--- config.mk ---
export PLATFORM = sky130hd
export DESIGN_NAME = fir_inverse_filter
export DESIGN_NICKNAME = d
export VERILOG_FILES = /design/src/rtl/fir_inv_pkg.sv /design/src/rtl/fir_inv_hist.sv /design/src/rtl/fir_inverse_filter.sv
export SDC_FILE = /design/constraint.sdc
export NUM_CORES = 1
export LEC_CHECK = 0
export BUFFER_PORTS_ARGS = -buffer_cell sky130_fd_sc_hd__buf_2
export CAP_MARGIN = 30
export CORE_MARGIN = 4
export CORE_UTILIZATION = 60
export CTS_CLUSTER_DIAMETER = 100
export DETAILED_ROUTE_END_ITERATION = 16
export PLACE_DENSITY = 0.79
export SYNTH_ARGS = -nofsm -noshare
export SYNTH_HDL_FRONTEND = slang
export SYNTH_SLANG_ARGS = --single-unit
--- constraint.sdc ---
create_clock -name clk -period 6.9 [get_ports clk]
set_clock_uncertainty 0.2 [all_clocks]
set_input_delay 1.38 -clock clk [delete_from_list [all_inputs] [get_ports clk]]
set_output_delay 1.38 -clock clk [all_outputs]
set_load 0.005 [all_outputs]
--- src/rtl/fir_inv_pkg.sv ---
// fir_inv_pkg
// Shared definitions for the inverse (deconvolution) filter and the matching
// 4-tap FIR on the transmit side of the sample link.
//   state_t        : inverse-filter FSM states (IDLE, MAC, OUT)
//   DATA_W_DEF     : default sample / coefficient width
//   TAPS_DEF       : default filter length including h[0]
//   COEF_INIT_DEF  : default packed coefficients, h[0] in the LSBs.
//                    The FIR filter uses the same constant, so both ends
//                    stay matched.
package fir_inv_pkg;

    localparam int DATA_W_DEF = 16;
    localparam int TAPS_DEF   = 4;

    localparam logic [DATA_W_DEF*TAPS_DEF-1:0] COEF_INIT_DEF =
        {16'd4, 16'd3, 16'd2, 16'd1};

    typedef enum logic [1:0] {
        IDLE = 2'd0,
        MAC  = 2'd1,
        OUT  = 2'd2
    } state_t;

endpackage

--- src/rtl/fir_inv_hist.sv ---
// fir_inv_hist
// History of the most recent recovered outputs for the inverse filter.
// Entry 0 is the newest output; entry DEPTH-1 is the oldest.
// Ports:
//   clk        : clock, rising edge
//   reset      : asynchronous, active-high reset (history to zero)
//   clr        : synchronous clear (history to zero), wins over shift
//   shift      : push shift_data in as the newest entry
//   shift_data : value pushed on shift
//   rd_addr    : index of the entry to read (0 = newest)
//   rd_data    : combinational read of entry rd_addr
module fir_inv_hist
    import fir_inv_pkg::*;
#(
    parameter int DATA_W = DATA_W_DEF,
    parameter int DEPTH  = TAPS_DEF - 1,
    parameter int AW     = 2
) (
    input  logic              clk,
    input  logic              reset,
    input  logic              clr,
    input  logic              shift,
    input  logic [DATA_W-1:0] shift_data,
    input  logic [AW-1:0]     rd_addr,
    output logic [DATA_W-1:0] rd_data
);

    logic [DATA_W-1:0] hist [DEPTH];

    // Shift register of past outputs; clear has priority over a shift so an
    // aborted stream never leaves stale samples behind.
    always_ff @(posedge clk or posedge reset) begin
        if (reset) begin
            for (int i = 0; i < DEPTH; i++) begin
                hist[i] <= '0;
            end
        end else if (clr) begin
            for (int i = 0; i < DEPTH; i++) begin
                hist[i] <= '0;
            end
        end else if (shift) begin
            hist[0] <= shift_data;
            for (int i = 1; i < DEPTH; i++) begin
                hist[i] <= hist[i-1];
            end
        end
    end

    assign rd_data = hist[rd_addr];

endmodule

--- src/rtl/fir_inverse_filter.sv ---
// fir_inverse_filter
// Streaming inverse of the monic FIR h = {1, h[1], ..., h[TAPS-1]}:
//   out[n] = in[n] - sum_{k=1..TAPS-1} h[k]*out[n-k]   (mod 2^DATA_W)
// A single multiplier is reused across taps, one tap per cycle.
// Ports:
//   clk, reset          : clock (rising edge), asynchronous active-high reset
//   clr                 : synchronous clear of history and in-flight sample
//   in_data/in_valid    : input sample stream, in_ready = (state == IDLE)
//   out_data/out_valid  : recovered sample (registered), out_ready from sink
//   coef_we/coef_addr/coef_data : runtime coefficient writes, only when the
//                         FIR_INV_COEF_LOAD_EN macro is defined
module fir_inverse_filter
    import fir_inv_pkg::*;
#(
    parameter int                     DATA_W    = DATA_W_DEF,
    parameter int                     TAPS      = TAPS_DEF,
    parameter logic [DATA_W*TAPS-1:0] COEF_INIT = COEF_INIT_DEF
) (
    input  logic                     clk,
    input  logic                     reset,
    input  logic                     clr,
    input  logic [DATA_W-1:0]        in_data,
    input  logic                     in_valid,
    output logic                     in_ready,
`ifdef FIR_INV_COEF_LOAD_EN
    input  logic                     coef_we,
    input  logic [$clog2(TAPS)-1:0]  coef_addr,
    input  logic [DATA_W-1:0]        coef_data,
`endif
    output logic [DATA_W-1:0]        out_data,
    output logic                     out_valid,
    input  logic                     out_ready
);

    localparam int KW = $clog2(TAPS);

    state_t            state;
    state_t            state_next;
    logic [DATA_W-1:0] acc;
    logic [KW-1:0]     k;
    logic [DATA_W-1:0] coef [TAPS];
    logic [DATA_W-1:0] hist_rd;
    logic [DATA_W-1:0] product;
    logic [KW-1:0]     hist_addr;
    logic              accept;
    logic              out_fire;
    logic              last_tap;

    assign in_ready  = (state == IDLE);
    assign out_valid = (state == OUT);
    assign out_data  = acc;
    assign accept    = in_valid && in_ready;
    assign out_fire  = out_valid && out_ready;
    assign last_tap  = (k == KW'(TAPS - 1));

    // Tap k multiplies the output from k samples ago, which sits at
    // history index k-1. Only the low DATA_W bits of the product matter.
    assign hist_addr = k - KW'(1);
    assign product   = coef[k] * hist_rd;

`ifdef FIR_INV_COEF_LOAD_EN
    // Writable coefficients. Writes are only honoured while idle so a sample
    // never sees a coefficient change halfway through its MAC sequence.
    // Entry 0 is never written because h[0] is fixed at 1 and never read.
    always_ff @(posedge clk or posedge reset) begin
        if (reset) begin
            for (int i = 0; i < TAPS; i++) begin
                coef[i] <= COEF_INIT[i*DATA_W +: DATA_W];
            end
        end else if (coef_we && (state == IDLE) && !clr &&
                     (coef_addr != '0) && (int'(coef_addr) < TAPS)) begin
            coef[coef_addr] <= coef_data;
        end
    end
`else
    for (genvar g = 0; g < TAPS; g++) begin : g_coef
        assign coef[g] = COEF_INIT[g*DATA_W +: DATA_W];
    end
`endif

    fir_inv_hist #(
        .DATA_W (DATA_W),
        .DEPTH  (TAPS - 1),
        .AW     (KW)
    ) u_hist (
        .clk        (clk),
        .reset      (reset),
        .clr        (clr),
        .shift      (out_fire && !clr),
        .shift_data (acc),
        .rd_addr    (hist_addr),
        .rd_data    (hist_rd)
    );

    always_ff @(posedge clk or posedge reset) begin
        if (reset) begin
            state <= IDLE;
        end else begin
            state <= state_next;
        end
    end

    // Next state: accept -> TAPS-1 MAC cycles -> hold in OUT until the sink
    // takes the sample. clr overrides everything and drops the sample.
    always_comb begin
        state_next = state;
        case (state)
            IDLE: if (accept)    state_next = MAC;
            MAC:  if (last_tap)  state_next = OUT;
            OUT:  if (out_ready) state_next = IDLE;
            default:             state_next = IDLE;
        endcase
        if (clr) begin
            state_next = IDLE;
        end
    end

    // Accumulator and tap counter. acc doubles as the output register, so it
    // is left untouched in OUT to keep out_data stable under backpressure.
    always_ff @(posedge clk or posedge reset) begin
        if (reset) begin
            acc <= '0;
            k   <= '0;
        end else if (clr) begin
            acc <= '0;
            k   <= '0;
        end else begin
            case (state)
                IDLE: begin
                    if (accept) begin
                        acc <= in_data;
                        k   <= KW'(1);
                    end
                end
                MAC: begin
                    acc <= acc - product;
                    k   <= last_tap ? '0 : k + KW'(1);
                end
                default: begin
                end
            endcase
        end
    end

endmodule

**Word level (Yosys, flattened, before mapping)**

Index checks and enable logic that the tools add are counted.

- Add/subtract/negate cells: 3
- $mul: 1
- Order comparisons: 2
- Eq/ne operators: 6
- Multiplexer cells: 19
- Bitwise operators: 2
- Reductions and logical operators: 9

Operators by type and width:

| cell | count |
|---|---|
| 16-bit two-way mux | 6 |
| 48-bit two-way mux | 2 |
| 16-bit binary-select mux with 2-bit select | 2 |
| 16-bit one-hot mux with 2 select lines | 1 |
| 16-bit by 16-bit multiplier with 16-bit output | 1 |
| 16-bit subtractor | 1 |
| 2-bit two-way mux | 6 |
| 3-bit greater-or-equal comparator (second input constant) | 2 |
| 3-bit by 2-bit != test with 1-bit output (second input constant) | 2 |
| 2-bit inverter with 3-bit output | 2 |
| 2-bit one-hot mux with 3 select lines | 1 |
| 2-bit == test (second input constant) | 2 |
| 2-bit one-hot mux with 2 select lines | 1 |
| 1-bit logical AND | 3 |
| 3-bit != test (second input constant) | 1 |
| 3-bit AND reduction | 1 |
| 3-bit nonzero test | 1 |
| 2-bit by 1-bit adder with 2-bit output (second input constant) | 1 |
| 2-bit by 1-bit == test with 1-bit output (second input constant) | 1 |
| 2-bit zero test | 1 |
| 2-bit AND reduction | 1 |
| 2-bit nonzero test | 1 |
| 2-bit by 1-bit subtractor with 2-bit output (second input constant) | 1 |
| 1-bit zero test | 1 |

- Flip-flop bits (word level): 68
- Output and inout bits: 18
- Logic and storage cells: 48

**Longest topological paths before layout**

Gate-level depths: netlist of run 1.

- Word-level depth: 9
- Gate-level depth with buffers: 26
- Gate-level depth less buffers: 24

**Modules after synthesis**

From an unflattened synthesis of run 1, not the netlist that was laid out.

- Cells, all modules: 619
- Area, all modules: 5898.2 µm²

By module, submodules not included:

| module | times used | cells an instance | area each (µm²) | sequential area each (µm²) |
|---|---|---|---|---|
| fir_inverse_filter | 1 | 424 | 3554.7 | 500.5 |
| fir_inv_hist | 1 | 195 | 2343.5 | 1201.2 |

**Worst setup path before layout of run 1**

No wires, ideal clock.

- Path kind: reg2reg
- From: register k[0]
- To: register acc[12] (netlist: out_data[12])
- Setup time: 0.143 ns
- Arrival: 5.123 ns
- Required time: 6.557 ns
- Slack: 1.435 ns
- Stages on the path, launching flop included: 25
- Path buffers: 2
- Path through: dfrtp_1 > buf_6 > inv_2 > ha_1 > nor2_4 > clkbuf_1 > a21oi_1 > nor2_1 > fa_1 > ha_1 > ha_1 > ha_1 > inv_1 > fa_1 > inv_1 > fa_1 > inv_1 > ha_1 > nor2b_1 > a41oi_1 > o31ai_2 > o21ai_0 > nand2b_1 > xnor2_1 > o221ai_1

- Word-level cells in the longest chain between the ends: 9
- Elaborated cells between the ends (all ways): 13

Ends and longest elaborated chain:

| element | RTL line | RTL |
|---|---|---|
| start: declaration | fir_inverse_filter.sv:40 | `logic [KW-1:0] k;` |
| start signal: assignment | fir_inverse_filter.sv:137 | `k <= last_tap ? '0 : k + KW'(1);` |
| 2-bit by 1-bit subtractor with 2-bit output | fir_inverse_filter.sv:58 | `assign hist_addr = k - KW'(1);` |
| 2-bit inverter with 3-bit output (not written as such) | fir_inv_hist.sv:49 | `assign rd_data = hist[rd_addr];` |
| 16-bit binary-select mux with 2-bit select | fir_inv_hist.sv:49 |  |
| 16-bit two-way mux (not written as such) (2 in a row) | fir_inv_hist.sv:49 |  |
| 16-bit by 16-bit multiplier with 16-bit output * | fir_inverse_filter.sv:59 | `assign product = coef[k] * hist_rd;` |
| 16-bit subtractor * | fir_inverse_filter.sv:136 | `acc <= acc - product;` |
| 16-bit one-hot mux with 2 select lines * | fir_inverse_filter.sv:128 | `case (state)` |
| 16-bit two-way mux * | fir_inverse_filter.sv:124 | `end else if (clr) begin` |
| end signal: assignment | fir_inverse_filter.sv:131 | `acc <= in_data;` |
| end signal: assignment | fir_inverse_filter.sv:136 |  |
| end: declaration | fir_inverse_filter.sv:39 | `logic [DATA_W-1:0] acc;` |

Mark *: on every way between the ends. The rest lies on a longest branch, timed or not. The select of a mux whose other input is x is not followed.
A chain may end at the register's enable or synchronous reset.

**Worst setup path in the final report of run 1**

- From: register k[0]
- To: register acc[14] (netlist: out_data[14])

Same word-level chain as after synthesis.

==> metrics.yaml, run 1 <==
cpMostUsedCell: "ha_1"
postCtsHoldBufs: 0
wl_met3_um: 655
hpwl_mm: 9.11
cts-root-buf: "clkbuf_8"
die-area_mm2: 0.0110
die-width_um: 105
drc: 0
worst_slew_pin_slew_ps: 1010
cts_buffer_depth: 2
n_antenna_cell: 0
first_pass_iters: 5
rr_startpoint: "k[0]"
tritoncts: "done"
p_leak_nw: 3.09
ys_top_cells_by_area: "dfrtp_1 30%, ha_1 16%, fa_1 9.6%"
dpl_worst_slack_ps: 936
grtUsageTotal: 0.241
synthCells: 652
r2r_slack_ps: 940
drt_iter0_markers: 238
postSynthAreaPerCell_um2: 8.66
power_density_mw_per_mm2: 300
via_count: 4511
synthToLayoutAreaGrowth_pct: 9.08
syn_area_mm2: 0.00565
hold_class: "register to register"
cp-start-kind: "register"
grt_pass1_wl_mm: 21.5
antenna_found_initial: 0
clk_pin_slew_ps: 80
end_kind: "register"
path_max_fanout: 18
drtAntennaViolNets: 0
crit_path_max_incr_delay_ps: 540
synth-edff-count: 0
multi_input_area_mm2: 0.00353
cp.buffers_inverters: 5
cts_inserted_buffers: 9
timing.fmax_mhz: 168
synth_xor_area_frac: 0.0399
rsz0062_at_grt: "false"
syn_nets: 772
drv_slew: 0
ir_drop_mv: 0.572
cts_setup_buffers: 0
status: "completed"
min_from: "u_hist.hist[0]"
yosys-mux-area-fraction: 0.0335
synth_top_area_cell: "dfrtp_1"
fin_hold_ws_ps: 332
drv_cap: 0
htree_levels: 3
setup_viol: 0
required_ps: 6910
post_cts_resized: 0
synth_top_family_by_area: "adder cells"
synth_simple_gate_area_frac: 0.156
synth-async-reset-ratio: 1.00
gp_congestion: 0.849
min_period_over_period: 0.863
seqCellArea_mm2: 0.00170
fin_ws_ps: 943
insertion_delay_ps: 350
start_util: 0.614
utilization: 0.670
path_delay_family: "adder cells"
wl_met1_mm: 5.11
clock_sinks: 68
rows: 35
yosys-top-cells-count: "128 x nand2_1, 77 x inv_1, 72 x ha_1"
path_cells: "inv_2, ha_1, nor2_4, a21oi_1, or2_2, fa_1, inv_1, ha_1, ha_1, ha_1, inv_1, fa_1, inv_1, fa_1, inv_1, ha_1, nand4_1, o31ai_2, nor2_1, a21oi_1, xnor2_1, o221ai_1"
finalSetupTns_ps: 0
worstSetupPathType: "register to register"
yosysMostFrequentCell: "nand2_1"
grt_overflow: 0
synthAdderAreaFrac: 0.255
crit_arrival_ps: 5970
yosysUniqueCellTypes: 53
worstRegToRegCells: 22
synth_seq_area_share: 0.301
grt_max_degree: 69
synth_top_area_frac: 0.301
ys_warn_count: 0
cp_slowest_cell: "ha_1"
layout-drive-gt1-share: 0.113
synth_flop_cell: "dfrtp_1"
io_buffers: 38
layout.nets: 798
grt_pass1_vias: 4548
slew_headroom: 0.328
fin_crit_ps: 5960
post_drt_via_cell_ratio: 5.69
wl_met2_mm: 6.49
highest_layer: "met4"
ioPinCount: 39
hold_viol: 0
synth_compound_area_frac: 0.140
core_mm2: 0.00920
synth_seq_cells: 68
min_path_cells: 2
routedWlPerCell_um: 15.8
nFillCells: 752
rr_endpoint: "out_data[14]"
wl_mm: 12.5
fp.dieH_um: 105
hold_end: "u_hist.hist[0]"
sequential cells by signal, indices dropped and copies added, names as in the netlist:
register	flops
state	2
k	2
out_data	16
u_hist.hist	48
metal layers:
layer  up-vias  global-route usage
met4         0              0.0656
met1      2186               0.296
met2       124               0.430
met5         -                   0
li1       2178                   -
met3        23              0.0482
layout make-up:
class / count / area share
inverter: 78 / 0.0475
multi-input combinational: 477 / 0.573
clock inverter: 6 / 0.0223
tap: 111 / 0.0225
clock buffer: 9 / 0.0201
sequential: 68 / 0.276
timing repair buffer: 44 / 0.0382
per-stage QoR:
| stage | area, um^2 | power (mW) | cells |
|---|---|---|---|
| 5_1_grt | 6160 | 1.99 | 793 |
| 6_report | 6160 | 1.85 | 793 |
| 4_1_cts | 6160 | 1.86 | 793 |
| 3_3_place_gp | 5900 | 1.37 | 778 |
| 3_5_place_dp | 5900 | 1.40 | 778 |
| 2_1_floorplan | 5650 | 1.20 | 652 |
report_power, final:
| group | internal, mW | switching (mW) | total, mW |
|---|---|---|---|
| registers | 0.425 | 0.0442 | 0.469 |
| logic | 0.421 | 0.520 | 0.941 |
| clock network | 0.276 | 0.164 | 0.440 |
| total | 1.12 | 0.728 | 1.85 |
worst min-delay path: cells and delay by family, from the launching register on:
kind / cells / cell delay [ps]
flip-flops: 1 / 380
AND/OR/NAND/NOR: 1 / 60
AO/OA/AOI/OAI: 1 / 50
logic make-up after synthesis:
group,count (synthesis)
xor+xnor,24
compound gates,129
fa+ha+maj,99
buf+inv,107
flops,68
simple gates,207
mux,18
placed cells by master, fill, tap and decap left out, types with 7 or more instances in the layout:
master and instances:
a21oi_1 71, a22o_1 8, buf_2 38, clkbuf_8 9, dfrtp_1 68, fa_1 27, ha_1 72, inv_1 76
mux2i_1 14, nand2_1 128, nand2b_1 7, nor2_1 38, nor2b_1 17, o21ai_0 15, o221ai_1 7, xnor2_1 14
xor2_1 8
worst max path at each step:
| stage | startpoint | end | slack [ps] | depth (start not counted) |
|---|---|---|---|---|
| CTS | k[0] | out_data[14] | 920 | 22 |
| floorplan | k[0] | out_data[12] | 1430 | 24 |
| detailed placement | k[0] | out_data[14] | 940 | 22 |
| global placement | k[0] | out_data[15] | 1120 | 22 |
| finish | k[0] | out_data[14] | 940 | 22 |
| global route | k[0] | out_data[14] | 550 | 22 |
No activity file was read; power rests on OpenSTA's default activity.
==> run 2, diff against run 1 <==
- CORE_UTILIZATION: 60 -> 55
- PLACE_DENSITY: 0.79 -> 0.74
==> metrics.yaml, run 2 (synthesis gave the netlist of run 1 again) <==
status: "completed"
start_util: 0.573
routedWlPerCell_um: 15.2
insertion_delay_ps: 360
cts_setup_buffers: 0
min_period_over_period: 0.863
min_from: "u_hist.hist[0]"
grt_max_degree: 69
hold_class: "register to register"
rsz0062_at_grt: "false"
grt_overflow: 0
drtAntennaViolNets: 0
grtUsageTotal: 0.227
finalSetupTns_ps: 0
crit_arrival_ps: 5980
drv_cap: 0
r2r_slack_ps: 950
rr_endpoint: "out_data[12]"
first_pass_iters: 5
layout-drive-gt1-share: 0.113
n_antenna_cell: 0
grt_pass1_wl_mm: 21.1
slew_headroom: 0.411
clk_pin_slew_ps: 80
worst_slew_pin_slew_ps: 883
rows: 36
largest_reg_flops: 48
hold_viol: 0
ioPinCount: 39
postCtsHoldBufs: 0
fin_crit_ps: 5950
cts_buffer_depth: 2
max_flop_register: "u_hist.hist"
fp.dieH_um: 109
post_cts_resized: 0
p_leak_nw: 3.06
drv_slew: 0
rr_startpoint: "k[1]"
drt_iter0_markers: 228
fin_hold_ws_ps: 331
worstSetupPathType: "register to register"
end_kind: "register"
via_count: 4511
htree_levels: 3
synthToLayoutAreaGrowth_pct: 8.62
tritoncts: "done"
worstRegToRegCells: 24
path_max_fanout: 18
timing.fmax_mhz: 168
cts-root-buf: "clkbuf_8"
cts_inserted_buffers: 9
drc: 0
wl_mm: 12.5
required_ps: 6920
grt_pass1_vias: 4474
die-width_um: 109
clock_sinks: 68
layout_common_cells: "128 x nand2_1, 76 x inv_1, 72 x ha_1"
hpwl_mm: 9.12
min_path_cells: 2
setup_viol: 0
hold_end: "u_hist.hist[0]"
ir_drop_mv: 0.656
post_drt_via_cell_ratio: 5.52
die-area_mm2: 0.0120
core_mm2: 0.00986
layout.nets: 799
power_density_mw_per_mm2: 278
cp-start-kind: "register"
gp_congestion: 0.845
io_buffers: 38
antenna_found_initial: 0
mostFrequentLayoutCell: "nand2_1"
-- run 2: changes by cell type in the layout (fill, tap and decap cells not counted) --
cell,delta
clkbuf_1,+2
clkinv_2,+1
buf_16,+1
bufinv_16,-4
clkbuf_8,+2
clkinv_4,-1
clkinvlp_4,+1
-- run 2: worst max-delay path by stage --
| stage | start | endpoint | slack (ps) | cells past startpoint |
|---|---|---|---|---|
| finish | k[1] | out_data[12] | 950 | 24 |
| global route | k[1] | out_data[12] | 590 | 24 |
| CTS | k[1] | out_data[15] | 960 | 24 |
| detailed placement | k[1] | out_data[15] | 980 | 24 |
| global placement | k[0] | out_data[15] | 1140 | 24 |
| floorplan | k[0] | out_data[12] | 1430 | 24 |
-- run 2: per-stage QoR --
stage               total power, mW  instance area (um^2)  worst slack, ps  utilization  std cells
floorplan                      1.20                  5650             1430            -        652
global placement               1.37                  5930             1140        0.601        800
detailed placement             1.40                  5930              984        0.601        800
CTS                            1.72                  6110              956        0.619        816
global route                   1.85                  6130              589        0.622        817
finish                         1.71                  6130              948        0.622        817
-- run 2: area by class of cell --
| type | instances | area (um^2) |
|---|---|---|
| timing repair buffer | 45 | 263 |
| fill | 860 | 3730 |
| tap | 133 | 166 |
| clock inverter | 3 | 21.3 |
| inverter | 78 | 293 |
| multi-input combinational | 477 | 3530 |
| clock buffer | 13 | 159 |
| sequential | 68 | 1700 |
-- run 2: critical path, stage by stage (launching register included) --
cell	delay, ps
dfrtp_1	400
inv_1	60
ha_1	500
nor2_4	420
a21oi_1	150
or2_2	310
fa_1	540
inv_1	40
ha_1	180
ha_1	180
ha_1	280
inv_1	50
fa_1	470
inv_1	50
fa_1	530
inv_1	40
ha_1	220
a21oi_1	200
nor2b_1	70
a41oi_1	210
o31ai_2	130
o21ai_0	200
nand2b_1	90
xnor2_1	140
o221ai_1	130
-- run 2: metal layers --
metal	global-route usage	up-vias	wire, um
met4	0.0686	0	259
met5	0	-	0
met2	0.403	102	6370
met3	0.0411	24	554
met1	0.280	2205	5270
li1	-	2180	-
-- run 2: report_power, final --
group	switching [mW]	internal [mW]
sequential	0.0453	0.425
combinational	0.508	0.421
clock	0.158	0.150
total	0.711	0.996
==> run 3, diff against run 2 <==
- CORE_MARGIN: 4 -> not set
- RECOVER_POWER: not set -> 50
==> metrics.yaml, run 3 (synthesis gave the netlist of run 1 again) <==
status: "finished, violations left"
violations: "max-capacitance violations, max-slew violations"
fin_hold_ws_ps: 331
grtUsageTotal: 0.259
slew_headroom: -1.46
intPower_mw: 1.05
p_sw_mw: 0.737
path_max_fanout: 18
pwr-share-clk: 0.206
postCtsHoldBufs: 0
mostFrequentLayoutCell: "nand2_1"
power_density_mw_per_mm2: 291
die-width_um: 103
wl_mm: 12.7
grt_pass1_wl_mm: 21.0
setup_viol: 0
drv_cap: 2
worstSetupPathType: "register to register"
hold_class: "register to register"
htree_levels: 3
io_buffers: 38
clk_pin_slew_ps: 80
timing.fmax_mhz: 166
utilization: 0.623
layout-drive-gt1-share: 0.110
start_util: 0.573
clock_sinks: 68
tritoncts: "done"
max_flop_register: "u_hist.hist"
fin_crit_ps: 6040
hpwl_mm: 9.00
drt_iter0_markers: 188
cts_buffer_depth: 2
largest_reg_flops: 48
dpl_worst_slack_ps: 913
hold_viol: 0
drtAntennaViolNets: 0
antenna_found_initial: 0
layout.nets: 799
p_comb_frac: 0.531
pwr-share-seq: 0.263
core_mm2: 0.00986
die-area_mm2: 0.0107
ir_drop_mv: 0.432
end_kind: "register"
cp-start-kind: "register"
rows: 36
synthToLayoutAreaGrowth_pct: 8.77
post_drt_via_cell_ratio: 5.59
ioPinCount: 39
cts-root-buf: "clkbuf_8"
finalSetupTns_ps: 0
required_ps: 6910
gp_congestion: 0.925
grt_overflow: 0
swShare: 0.412
first_pass_iters: 4
rsz0062_at_grt: "false"
fin_ws_ps: 860
cts_inserted_buffers: 9
insertion_delay_ps: 350
crit_path_max_incr_delay_ps: 540
worst_slew_pin_slew_ps: 3680
p_leak_nw: 3.06
via_count: 4567
cp_slowest_cell: "fa_1"
fp.dieH_um: 103
drv_slew: 125
path_cells: "inv_1, ha_1, nor2_4, a21oi_1, or2_2, fa_1, inv_1, ha_1, ha_1, ha_1, inv_1, fa_1, inv_1, fa_1, inv_1, ha_1, o21a_1, o21ai_0, nand2b_1, nand2_1, o21ai_0, a21oi_1, xnor2_1, o221ai_1"
routedWlPerCell_um: 15.5
drc: 0
post_cts_resized: 0
crit_arrival_ps: 6050
grt_pass1_vias: 4492
cts_setup_buffers: 0
layout_common_cells: "128 x nand2_1, 77 x inv_1, 72 x ha_1"
min_period_over_period: 0.875
grt_max_degree: 69
n_antenna_cell: 0
run 3: changes by cell type in the layout (fill, tap and decap cells not counted):
cell | previous run | this run
bufinv_16 | 0 | 2
clkbuf_8 | 11 | 9
buf_16 | 1 | 0
buf_4 | 6 | 5
clkbuf_1 | 2 | 3
clkinvlp_4 | 1 | 2
inv_1 | 76 | 77
inv_2 | 2 | 1
run 3: final cells by class:
cell class	count	area, um^2
flip-flops and latches	68	1700
fillers	834	3720
well taps	133	166
clock buffers	10	128
clock inverters	6	88.8
inverters	78	293
repair buffers	45	235
multi-input cells	477	3530
run 3: per-layer routing:
layer,global-route usage,share of wire,vias to the layer above
met2,0.482,0.53,112
met5,0,0,-
met1,0.309,0.42,2252
li1,-,-,2185
met4,0.0856,0.018,0
met3,0.0302,0.038,18
run 3: worst max-delay path: cells and delay by family, from the launching register on:
kind / cells / cell delay (ps)
adders and majority gates: 8 / 3110
and+or+nand+nor: 4 / 970
AOI/OAI and AO/OA: 6 / 840
DFF: 1 / 400
buffers and inverters: 5 / 250
xor gates and xnor gates: 1 / 140
run 3: worst paths after layout:
kind	endpoint	startpoint	slack [ps]	depth (start not counted)
worst max-delay path	out_data[15]	k[1]	860	24
worst max register to register	out_data[15]	k[1]	860	24
worst min register to register	u_hist.hist[15]	u_hist.hist[15]	330	2
worst min-delay path	u_hist.hist[15]	u_hist.hist[15]	330	2
max in group asynchronous	state[0]	reset	2190	3
min in group asynchronous	u_hist.hist[46]	reset	2260	3
run 3: power groups by stage:
stage | Combinational [mW] | Sequential, mW | Clock [mW]
6_report | 0.950 | 0.471 | 0.369
5_1_grt | 1.05 | 0.477 | 0.394
4_1_cts | 0.935 | 0.472 | 0.377
3_5_place_dp | 0.925 | 0.480 | 0
3_3_place_gp | 0.898 | 0.479 | 0
2_1_floorplan | 0.741 | 0.459 | 0
run 3: metrics by stage:
stage / std cells / area [um^2] / total power [mW]
2_1_floorplan: 652 / 5650 / 1.20
3_3_place_gp: 800 / 5930 / 1.38
3_5_place_dp: 800 / 5930 / 1.41
4_1_cts: 816 / 6140 / 1.78
5_1_grt: 817 / 6140 / 1.92
6_report: 817 / 6140 / 1.79
